## src/rtl/fetch_if.sv

```systemverilog
// Fetch-side bundle: control inputs, imem port and the valid/ready handoff to decode.
// Carries fetch_count only when FETCH_PERF_CNT_EN is defined.
interface fetch_if #(
    parameter int ADDR_W = 4,
    parameter int DATA_W = 32
);
    logic              start;
    logic              stall;
    logic              branch_taken;
    logic [ADDR_W-1:0] branch_target;
    logic [ADDR_W-1:0] imem_addr;
    logic [DATA_W-1:0] imem_instr;
    logic [DATA_W-1:0] instr_out;
    logic [ADDR_W-1:0] pc_out;
    logic              instr_valid;
    logic              instr_ready;
    logic              halted;
    logic              wrapped;
`ifdef FETCH_PERF_CNT_EN
    logic [15:0]       fetch_count;
`endif

    modport master (
        input  start, stall, branch_taken, branch_target, imem_instr, instr_ready,
        output imem_addr, instr_out, pc_out, instr_valid, halted, wrapped
`ifdef FETCH_PERF_CNT_EN
        , output fetch_count
`endif
    );

    modport slave (
        output start, stall, branch_taken, branch_target, imem_instr, instr_ready,
        input  imem_addr, instr_out, pc_out, instr_valid, halted, wrapped
`ifdef FETCH_PERF_CNT_EN
        , input fetch_count
`endif
    );
endinterface

```

## src/rtl/fetch_controller.sv

```systemverilog
// Instruction fetch sequencer: owns the PC, registers imem words, hands them to decode.
// Optional saturating transfer counter enabled by FETCH_PERF_CNT_EN.
module fetch_controller #(
    parameter int                ADDR_W    = 4,
    parameter int                DATA_W    = 32,
    parameter logic [DATA_W-1:0] HALT_WORD = 32'hFFFF_FFFF
) (
    input logic    clk,
    input logic    rst,
    fetch_if.master bus
);
    localparam logic [1:0] IDLE = 2'd0;
    localparam logic [1:0] RUN  = 2'd1;
    localparam logic [1:0] HALT = 2'd2;

    logic [1:0]        state;
    logic [ADDR_W-1:0] pc;
    logic [DATA_W-1:0] instr_q;
    logic [ADDR_W-1:0] pc_q;
    logic              valid_q;
    logic              halted_q;
    logic              wrapped_q;
    logic              slot_free;
    logic              xfer;

    assign slot_free = !valid_q || bus.instr_ready;
    assign xfer      = valid_q && bus.instr_ready;

    assign bus.imem_addr   = pc;
    assign bus.instr_out   = instr_q;
    assign bus.pc_out      = pc_q;
    assign bus.instr_valid = valid_q;
    assign bus.halted      = halted_q;
    assign bus.wrapped     = wrapped_q;

    always_ff @(posedge clk or posedge rst) begin
        if (rst) begin
            state     <= IDLE;
            pc        <= '0;
            instr_q   <= '0;
            pc_q      <= '0;
            valid_q   <= 1'b0;
            halted_q  <= 1'b0;
            wrapped_q <= 1'b0;
        end else begin
            wrapped_q <= 1'b0;
            case (state)
                IDLE: begin
                    if (bus.start) begin
                        state <= RUN;
                        pc    <= '0;
                    end
                end
                HALT: begin
                    if (bus.start) begin
                        state    <= RUN;
                        pc       <= '0;
                        valid_q  <= 1'b0;
                        halted_q <= 1'b0;
                    end
                end
                RUN: begin
                    if (bus.branch_taken) begin
                        // Redirect wins over stall and squashes the wrong-path word.
                        pc      <= bus.branch_target;
                        valid_q <= 1'b0;
                    end else if (bus.stall) begin
                        if (xfer)
                            valid_q <= 1'b0;
                    end else if (slot_free) begin
                        if (bus.imem_instr == HALT_WORD) begin
                            // Halt word is swallowed; PC parks on its address.
                            state    <= HALT;
                            valid_q  <= 1'b0;
                            halted_q <= 1'b1;
                        end else begin
                            instr_q   <= bus.imem_instr;
                            pc_q      <= pc;
                            valid_q   <= 1'b1;
                            pc        <= pc + ADDR_W'(1);
                            wrapped_q <= &pc;
                        end
                    end
                end
                default: state <= IDLE;
            endcase
        end
    end

`ifdef FETCH_PERF_CNT_EN
    logic [15:0] cnt;
    assign bus.fetch_count = cnt;

    always_ff @(posedge clk or posedge rst) begin
        if (rst)
            cnt <= '0;
        else if ((state == IDLE || state == HALT) && bus.start)
            cnt <= '0;
        else if (xfer && cnt != 16'hFFFF)
            cnt <= cnt + 16'd1;
    end
`endif

endmodule

```

## src/flat_wrapper.sv

```systemverilog
// flat-port wrapper written by rule: the top's interface ports become plain ports
module fetch_controller_flat 
#(
    parameter int                ADDR_W    = 4,
    parameter int                DATA_W    = 32,
    parameter logic [DATA_W-1:0] HALT_WORD = 32'hFFFF_FFFF
)
  (clk, rst, bus_start, bus_stall, bus_branch_taken, bus_branch_target, bus_imem_instr, bus_instr_ready, bus_imem_addr, bus_instr_out, bus_pc_out, bus_instr_valid, bus_halted, bus_wrapped);
  fetch_if #(.ADDR_W(ADDR_W), .DATA_W(DATA_W)) bus_i ();
  input logic clk;
  input logic rst;
  input wire logic [$bits(bus_i.start)-1:0] bus_start;
  input wire logic [$bits(bus_i.stall)-1:0] bus_stall;
  input wire logic [$bits(bus_i.branch_taken)-1:0] bus_branch_taken;
  input wire logic [$bits(bus_i.branch_target)-1:0] bus_branch_target;
  input wire logic [$bits(bus_i.imem_instr)-1:0] bus_imem_instr;
  input wire logic [$bits(bus_i.instr_ready)-1:0] bus_instr_ready;
  output wire logic [$bits(bus_i.imem_addr)-1:0] bus_imem_addr;
  output wire logic [$bits(bus_i.instr_out)-1:0] bus_instr_out;
  output wire logic [$bits(bus_i.pc_out)-1:0] bus_pc_out;
  output wire logic [$bits(bus_i.instr_valid)-1:0] bus_instr_valid;
  output wire logic [$bits(bus_i.halted)-1:0] bus_halted;
  output wire logic [$bits(bus_i.wrapped)-1:0] bus_wrapped;
  assign bus_i.start = bus_start;
  assign bus_i.stall = bus_stall;
  assign bus_i.branch_taken = bus_branch_taken;
  assign bus_i.branch_target = bus_branch_target;
  assign bus_i.imem_instr = bus_imem_instr;
  assign bus_i.instr_ready = bus_instr_ready;
  assign bus_imem_addr = bus_i.imem_addr;
  assign bus_instr_out = bus_i.instr_out;
  assign bus_pc_out = bus_i.pc_out;
  assign bus_instr_valid = bus_i.instr_valid;
  assign bus_halted = bus_i.halted;
  assign bus_wrapped = bus_i.wrapped;
  fetch_controller #(.ADDR_W(ADDR_W), .DATA_W(DATA_W), .HALT_WORD(HALT_WORD)) u_core (.clk(clk), .rst(rst), .bus(bus_i));
endmodule
```

## config.mk

```make
export PLATFORM = sky130hd
export DESIGN_NAME = fetch_controller_flat
export DESIGN_NICKNAME = d
export VERILOG_FILES = /design/src/rtl/fetch_if.sv /design/src/rtl/fetch_controller.sv /design/src/flat_wrapper.sv
export SDC_FILE = /design/constraint.sdc
export NUM_CORES = 1
export LEC_CHECK = 0
export BUFFER_PORTS_ARGS = -buffer_cell sky130_fd_sc_hd__buf_2
export CORE_UTILIZATION = 48
export CTS_CLUSTER_DIAMETER = 50
export DETAILED_ROUTE_END_ITERATION = 16
export PLACE_DENSITY_LB_ADDON = 0.08
export REMOVE_ABC_BUFFERS = 1
export SYNTH_ARGS = -nofsm -noshare
export SYNTH_HDL_FRONTEND = slang
export SYNTH_SLANG_ARGS = --single-unit
```

## constraint.sdc

```tcl
create_clock -name clk -period 2.1 [get_ports clk]
set_input_delay 0.315 -clock clk [delete_from_list [all_inputs] [get_ports clk]]
set_output_delay 0.315 -clock clk [all_outputs]
set_load 0.1 [all_outputs]
```

Word-level counts from Yosys, hierarchy flattened. Cells that the tools add are included. Widths: inputs -> output; s select.

Add/subtract/negate cells: 1. Shift-type cells: 0. Order comparisons: 0. Bitwise operators: 3. Divide/modulo/power cells: 0. Multipliers: 0. Mux-type cells: 29. Reductions and logical operators: 13. Equal/unequal tests: 14.

Operators with widths (number): $eq 32x32->1 const B (1); $mux 4 (5); $mux 1 (15); $reduce_and 5->1 (3); $mux 2 (5); $ne 4x3->1 const B (2); $pmux 4 s2 (1); $reduce_and 4->1 (2); $ne 2x1->1 const B (3); $ne 2x2->1 const B (3); $ne 3x3->1 const B (2); $reduce_and 6->1 (1); $add 4x1->4 const B (1); $pmux 1 s2 (2); $pmux 2 s2 (1); $reduce_bool 2->1 (2); $ne 3x2->1 const B (1); $not 1->1 (3); $eq 2x1->1 const B (1); $eq 2x2->1 const B (1); $logic_not 2->1 (1); $reduce_or 2->1 (1); $logic_and 1x1->1 (1); $logic_not 1->1 (1); $logic_or 1x1->1 (1).

Output and inout bits: 43. ROM bits: 0. Memories: 0. Input port bits: 42. Word-level logic and storage cells: 67. Bits in latches: 0. Bits in writable memories: 0. Flip-flop bits (word level): 45.

Longest topological paths before layout. Gate-level depths: netlist of the first run.

Depth in word-level cells: 6. Depth in mapped cells: 6. Mapped depth without buffers: 5.

Worst setup path after synthesis of the first run. No wires, ideal clock.

Path kind: reg2reg. Start: reg u_core.valid_q, in the netlist u_core.bus.instr_valid. End: reg u_core.instr_q[0], in the netlist u_core.bus.instr_out[0]. Slack: -0.069 ns. Library setup time: 0.126 ns. Buffers on the path: 1. Required time: 1.974 ns. Arrival time: 2.043 ns. Cell stages (with the launch flop): 5. Period minus slack after synthesis: 2.169 ns. Cells stage by stage: dfrtp_1 -> nor2b_1 -> a2111oi_4 -> buf_6 -> mux2_4.

Word-level cells in the longest chain between the ends: 3.

Ends and longest elaborated chain: start, declared (line fetch_controller.sv:20) `logic valid_q;`; start signal, assigned (line fetch_controller.sv:42) `valid_q <= 1'b0;`; start signal, assigned (line fetch_controller.sv:58) `valid_q <= 1'b0;`; start signal, assigned (line fetch_controller.sv:66) `valid_q <= 1'b0;`; $logic_not 1->1 (line fetch_controller.sv:26) `assign slot_free = !valid_q || bus.instr_ready;`; $logic_or 1x1->1 (line fetch_controller.sv:26); $reduce_and 5->1 (no line); end signal, assigned (line fetch_controller.sv:77) `instr_q <= bus.imem_instr;`; end, declared (line fetch_controller.sv:18) `logic [DATA_W-1:0] instr_q;`.

Every way passes these cells. A chain may end at the register's enable or synchronous reset.

Worst setup path in the final report of the first run.
Start: reg u_core.state[1]. End: reg u_core.pc[3], in the netlist u_core.bus.imem_addr[3].

Word-level cells in the longest chain between the ends: 4. Elaborated cells on any way between the ends: 11. Classes of those cells: eq/ne: 6; mux: 1; reduce/logical: 4.

Ends and longest elaborated chain: start, declared (line fetch_controller.sv:16) `logic [1:0] state;`; start signal, assigned (line fetch_controller.sv:38) `state <= IDLE;`; start signal, assigned (line fetch_controller.sv:50) `state <= RUN;`; start signal, assigned (line fetch_controller.sv:56) `state <= RUN;`; $eq 2x2->1 or $logic_not 2->1 (tied branches) (line fetch_controller.sv:47) `case (state)`; $reduce_or 2->1 (no line); $ne 2x1->1 (no line) or $reduce_bool 2->1 (tied branches); $reduce_and 5->1 (no line); end signal, assigned (line fetch_controller.sv:65) `pc <= bus.branch_target;`; end signal, assigned (line fetch_controller.sv:80) `pc <= pc + ADDR_W'(1);`; end, declared (line fetch_controller.sv:17) `logic [ADDR_W-1:0] pc;`.

Several ways; a longest one is shown, not always the timed one.

==> results.py, run 1 <==
metrics = {
    "setup_path": {
        "critPathSlowestCell": "o21ai_0",
        "arrival_ns": 1.99,
        "cp_num_buf_inv": 1,
        "path_class": "flop to flop",
        "max_stage_delay_ns": 0.51,
        "r2r_cells": 5,
        "critical_path_depth": 5,
        "critPathTopFamily": "compound AO/OA/AOI/OAI gates",
        "path_cells": "inv_1 -> nand2_1 -> o21ai_0 -> a31oi_1 -> a311o_1",
        "crit_fanout": 7,
        "cp-start-kind": "flop",
        "required_ns": 2.27,
        "cp-end-kind": "flop",
    },
    "synth": {
        "synthArstFlopShare_pct": 100,
        "synth.area.mux_share_pct": 25.7,
        "synth_most_common_cell": "dfrtp_1",
        "synthTopCellsByCount": "dfrtp_1 (45), mux2_4 (30), nand4_1 (8), mux2_1 (7), nand2_1 (6)",
        "synthAdderAreaFrac_pct": 0.596,
        "synth_top_area_share_pct": 53.7,
        "yosysSeqAreaShare_pct": 53.7,
        "postSynthAreaPerCell_um2": 14.9,
        "synth-simple-area-share_pct": 11.2,
        "yosysWarnings": 0,
        "synth_area_um2": 2100,
        "synth_compound_area_share_pct": 5.61,
        "yosys.area.top_type": "dfrtp_1",
        "synth_xor_area_share_pct": 0,
        "yosys_most_used_dff": "dfrtp_1",
        "synth_area_leaders": "dfrtp_1 (54%), mux2_4 (21%), mux2_1 (3.8%), buf_6 (2.7%), nand4_1 (2.4%)",
        "synth_top_family_by_area": "multiplexers",
        "synth_edf_count": 0,
        "ys_ff_latch": 45,
        "syn_inst": 141,
        "synthDistinctLibCells": 30,
    },
    "cells_and_area": {
        "multiInputGateArea_um2": 905,
        "fillers": 323,
        "seqCellArea_um2": 1130,
        "finish.utilization_pct": 65.8,
        "antenna_cells": 0,
        "final_nets": 273,
        "drive_gt1_share_pct": 58.4,
        "area_growth_pct": 28.1,
    },
    "sta": {
        "worst_slack_ns": 0.286,
        "setup_viol": 0,
        "final.hold.worst_slack_ns": 0.0297,
        "clock.fmax_ghz": 0.551,
        "fin_crit_ns": 1.81,
        "rsz0062_at_grt": "no",
        "hold_viol": 0,
        "clock-skew-final_ns": 0.00794,
        "tns_ns": 0,
        "slew_headroom_pct": 64.3,
        "final_max_slew_viol_count": 0,
        "min_period_over_period_pct": 86.4,
        "tightest_slew_ns": 0.530,
    },
    "cts": {
        "path_clk_slew_ns": 0.08,
        "cts_tree": "yes",
        "worstSkewPairLatency_ns": 0.29,
        "cts_resized": 0,
        "ctsHoldBuffers": 0,
        "clk_path_buf_depth": 2,
        "post_cts_buffers": 0,
        "h-tree-depth": 2,
        "cts-root-buf": "clkbuf_8",
        "clock-sinks": 45,
        "cts_made_buffers": 5,
    },
    "route": {
        "num_vias": 1463,
        "first_pass_iters": 4,
        "final_antenna_net_count": 0,
        "drc": 0,
        "initialDrtViolationCount": 59,
        "route.final.wire_length_um": 4360,
        "via_per_inst": 5.21,
        "wl_per_cell_um": 15.5,
    },
    "run_status": {
        "outcome": "finished clean",
    },
    "die": {
        "dieArea_um2": 4640,
        "die_x_um": 68.1,
        "start_util_pct": 51.3,
        "rows": 23,
        "coreArea_um2": 4090,
        "ios": 85,
        "die_h_um": 68.1,
    },
    "power": {
        "switchingPower_w": 0.00248,
        "pwr-share-comb_pct": 57.2,
        "p_clk_share_pct": 15.0,
        "power.share.sequential_pct": 27.8,
        "p_per_area_nw_per_um2": 1670,
        "total_leakage_power_nw": 1.37,
        "vdd.ir_drop.worst_v": 0.000934,
        "p_int_w": 0.00200,
        "switching_share_pct": 55.3,
    },
    "placement": {
        "hpwl_um": 3270,
        "io_buffers": 84,
        "pre_cts_slack_ns": 0.158,
        "place_congestion": 0.799,
    },
    "grt": {
        "grt_pass1_vias": 1383,
        "antenna_found_initial": 0,
        "grt_pass1_wl_um": 6800,
        "grt_max_degree": 46,
        "gr-total-overflow": 0,
        "grt.total_usage_pct": 20.1,
    },
    "worst_hold_path": {
        "hp-class": "primary input to async pin",
    },
    "run": {
        "maxCapViolations": 0,
    },
}
==> area by class of cell <==
| type | count | share of cell area [%] |
|---|---|---|
| clock inverters | 1 | 1.12 |
| well taps | 50 | 2.33 |
| repair buffers | 87 | 17.4 |
| flip-flops and latches | 45 | 41.9 |
| inverters | 3 | 0.419 |
| multi-input cells | 88 | 33.6 |
| clock buffers | 7 | 3.21 |
==> cell usage in the layout (no fill, tap or decap) <==
master / n
and3_2: 2
o21ai_0: 5
bufinv_16: 1
mux2i_1: 1
a211o_1: 1
buf_12: 2
nor4_4: 2
inv_1: 2
ha_1: 1
a31oi_1: 1
nand3_1: 3
nand2_1: 6
clkbuf_1: 1
and4_1: 1
nor2b_1: 3
nand3b_1: 1
clkbuf_8: 6
a31o_2: 2
a2111oi_4: 1
or3_1: 1
mux2_1: 7
and3_1: 2
inv_2: 1
dfrtp_1: 45
nor2_1: 2
a21oi_1: 2
nand4_1: 8
nand2b_1: 1
and2b_2: 1
buf_4: 1
nor3_1: 1
o31ai_2: 1
mux2_4: 30
buf_2: 84
or2_4: 1
a311o_1: 1
==> state kept, by name, indices dropped and copies added, names as in the netlist <==
register,flops
u_core.bus.instr_valid,1
u_core.state,2
u_core.bus.wrapped,1
u_core.bus.imem_addr,4
u_core.bus.instr_out,32
u_core.bus.pc_out,4
u_core.bus.halted,1
==> layer usage <==
metal  vias to the layer above  global-route usage [%]  share of wire (%)  wire length (µm)
met5                         -                       0                  0                 0
met4                         0                    6.25                1.2                53
met3                         6                    5.00                6.9               303
met2                        56                    30.9                 47              2040
met1                       707                    27.8                 45              1970
li1                        694                       -                  -                 -
==> cell families (layout without fill, tap and decap cells) <==
kind of cell | after synthesis | in the layout
AO/OA/AOI/OAI | 14 | 14
AND/OR/NAND/NOR | 35 | 35
buffers and inverters | 8 | 98
adder cells (fa/ha/maj) | 1 | 1
flip-flops | 45 | 45
multiplexers | 38 | 38
==> through the flow <==
step / instance area (µm²) / std cells / total power, W
6_report: 2690 / 281 / 0.00448
5_1_grt: 2690 / 281 / 0.00466
4_1_cts: 2690 / 281 / 0.00451
3_5_place_dp: 2570 / 273 / 0.00384
3_3_place_gp: 2570 / 273 / 0.00380
2_1_floorplan: 2040 / 136 / 0.00343
==> power by group through the flow <==
stage / clock network (W) / logic (W) / registers (W)
3_3_place_gp: 0 / 0.00256 / 0.00125
5_1_grt: 0.000736 / 0.00265 / 0.00128
6_report: 0.000674 / 0.00257 / 0.00125
3_5_place_dp: 0 / 0.00258 / 0.00126
4_1_cts: 0.000684 / 0.00258 / 0.00125
2_1_floorplan: 0 / 0.000451 / 0.00298
==> worst reg2reg max path, cell delays in order (launching register included) <==
cell,delay [ns]
dfrtp_1,0.41
inv_1,0.09
nand2_1,0.19
o21ai_0,0.51
a31oi_1,0.15
a311o_1,0.34
==> path summary, 6_finish.rpt <==
| path | from | endpoint | slack [ns] |
|---|---|---|---|
| worst max-delay path | u_core.state[1] | u_core.bus.imem_addr[3] | 0.29 |
| worst min-delay path | rst | u_core.bus.instr_out[27] | 0.03 |
| worst max register to register | u_core.state[1] | u_core.bus.imem_addr[3] | 0.29 |
| worst min register to register | u_core.bus.instr_out[25] | u_core.bus.instr_out[25] | 0.49 |
| max in group asynchronous | rst | u_core.bus.imem_addr[3] | 1.85 |
| min in group clk | bus_imem_instr[25] | u_core.bus.instr_out[25] | 0.25 |
No activity file was read; power rests on OpenSTA's default activity.
==> run 2: changes to the inputs <==
--- a/config.mk
+++ b/config.mk
@@ -6,6 +6,7 @@
 export NUM_CORES = 1
 export LEC_CHECK = 0
 export BUFFER_PORTS_ARGS = -buffer_cell sky130_fd_sc_hd__buf_2
+export CORE_ASPECT_RATIO = 1.1
 export CORE_UTILIZATION = 48
 export CTS_CLUSTER_DIAMETER = 50
 export DETAILED_ROUTE_END_ITERATION = 16
==> results.py, run 2 (synthesis results as in run 1) <==
metrics = {
    "route": {
        "final_antenna_net_count": 0,
        "first_pass_iters": 4,
        "drc": 0,
        "via_per_inst": 5.18,
        "route.final.wire_length_um": 4350,
        "num_vias": 1455,
        "initialDrtViolationCount": 64,
        "wl_per_cell_um": 15.5,
    },
    "setup_path": {
        "path_class": "flop to flop",
        "cp-end-kind": "flop",
        "arrival_ns": 1.97,
        "cp-start-kind": "flop",
        "required_ns": 2.28,
        "crit_fanout": 15,
        "r2r_cells": 5,
        "regToRegSetupSlack_ns": 0.31,
    },
    "sta": {
        "min_period_over_period_pct": 85.1,
        "clock.fmax_ghz": 0.559,
        "final_max_slew_viol_count": 0,
        "final.hold.worst_slack_ns": 0.161,
        "clock-skew-final_ns": 0.00330,
        "tightest_slew_ns": 0.770,
        "slew_headroom_pct": 48.6,
        "setup_viol": 0,
        "fin_crit_ns": 1.79,
        "hold_viol": 0,
        "rsz0062_at_grt": "no",
    },
    "grt": {
        "grt.total_usage_pct": 21.0,
        "grt_max_degree": 39,
        "antenna_found_initial": 0,
        "gr-total-overflow": 0,
        "grt_pass1_vias": 1517,
        "grt_pass1_wl_um": 7310,
    },
    "cts": {
        "cts-root-buf": "clkbuf_8",
        "clock-sinks": 45,
        "h-tree-depth": 2,
        "worstSkewPairLatency_ns": 0.29,
        "cts_resized": 0,
        "path_clk_slew_ns": 0.08,
        "cts_tree": "yes",
        "post_cts_buffers": 0,
        "cts_made_buffers": 5,
        "clk_path_buf_depth": 2,
        "ctsHoldBuffers": 0,
    },
    "cells_and_area": {
        "final_cell_mix": "buf_2 (84), dfrtp_1 (45), mux2_4 (30), nand4_1 (8), mux2_1 (7)",
        "final_common_cell": "buf_2",
        "finalNonFillerCells": 281,
        "area_growth_pct": 25.6,
        "antenna_cells": 0,
        "drive_gt1_share_pct": 58.5,
        "final_area_um2": 2640,
        "final_nets": 273,
        "largest_reg_flops": 32,
        "finish.utilization_pct": 64.6,
    },
    "placement": {
        "io_buffers": 84,
        "dpl_cell_area_um2": 2560,
        "hpwl_um": 3240,
        "dp.cells": 275,
        "place_congestion": 0.832,
    },
    "run": {
        "maxCapViolations": 0,
    },
    "die": {
        "dieArea_um2": 4640,
        "die_h_um": 71.3,
        "start_util_pct": 51.4,
        "die_x_um": 65.0,
        "ios": 85,
        "rows": 24,
        "coreArea_um2": 4080,
    },
    "worst_hold_path": {
        "hp-class": "primary input to async pin",
    },
    "run_status": {
        "outcome": "finished clean",
    },
    "power": {
        "vdd.ir_drop.worst_v": 0.00116,
        "total_leakage_power_nw": 1.34,
        "p_per_area_nw_per_um2": 1630,
    },
}
run 2: cell count changes in the layout (fill, tap and decap cells not counted):
cell	before	now
clkbuf_8	6	5
bufinv_16	1	0
clkinv_2	0	1
buf_4	1	2
clkbuf_1	1	0
buf_12	2	1
run 2: path summary, 6_finish.rpt:
check / startpoint / endpoint
setup / recovery: u_core.state[1] / u_core.bus.pc_out[3]
hold / removal: rst / u_core.state[0]
setup reg to reg: u_core.state[1] / u_core.bus.pc_out[3]
hold reg to reg: u_core.bus.instr_out[31] / u_core.bus.instr_out[31]
max in group asynchronous: rst / u_core.bus.instr_out[28]
min in group clk: bus_imem_instr[27] / u_core.bus.instr_out[27]
run 2: per-layer routing:
layer,global-route usage (%),up-vias,part of all wire [%]
met3,6.53,4,6.2
met2,34.1,54,48
met4,6.52,0,1.0
met5,0,-,0
met1,26.9,704,45
li1,-,693,-
run 2: stage by stage:
stage	TNS, ns	total power [W]	setup slack (ns)
after global placement	0	0.00380	0.180
after detailed placement	0	0.00383	0.125
after floorplan	-58.78	0.00343	-1.51
after global routing	0	0.00446	0.196
after CTS	0	0.00432	0.308
final	0	0.00429	0.312
run 2: power by group:
part | total, W | switching (W) | internal, W
Clock | 0.000483 | 0.000264 | 0.000219
Sequential | 0.00124 | 0.000140 | 0.00110
Combinational | 0.00257 | 0.00206 | 0.000512
Total | 0.00429 | 0.00246 | 0.00183
run 2: final cells by class:
type | count | area, µm²
multi-input cells | 88 | 905
inverters | 3 | 11.3
well taps | 52 | 65.1
clock inverters | 1 | 5.00
fillers | 330 | 1450
flip-flops and latches | 45 | 1130
clock buffers | 5 | 68.8
repair buffers | 87 | 455
run 2: worst max-delay path, stage by stage, from the launching register on:
cell and delay [ns]:
dfrtp_1 0.40, inv_1 0.09, nand2_1 0.18, a2111oi_4 0.32, buf_4 0.33, mux2_1 0.34
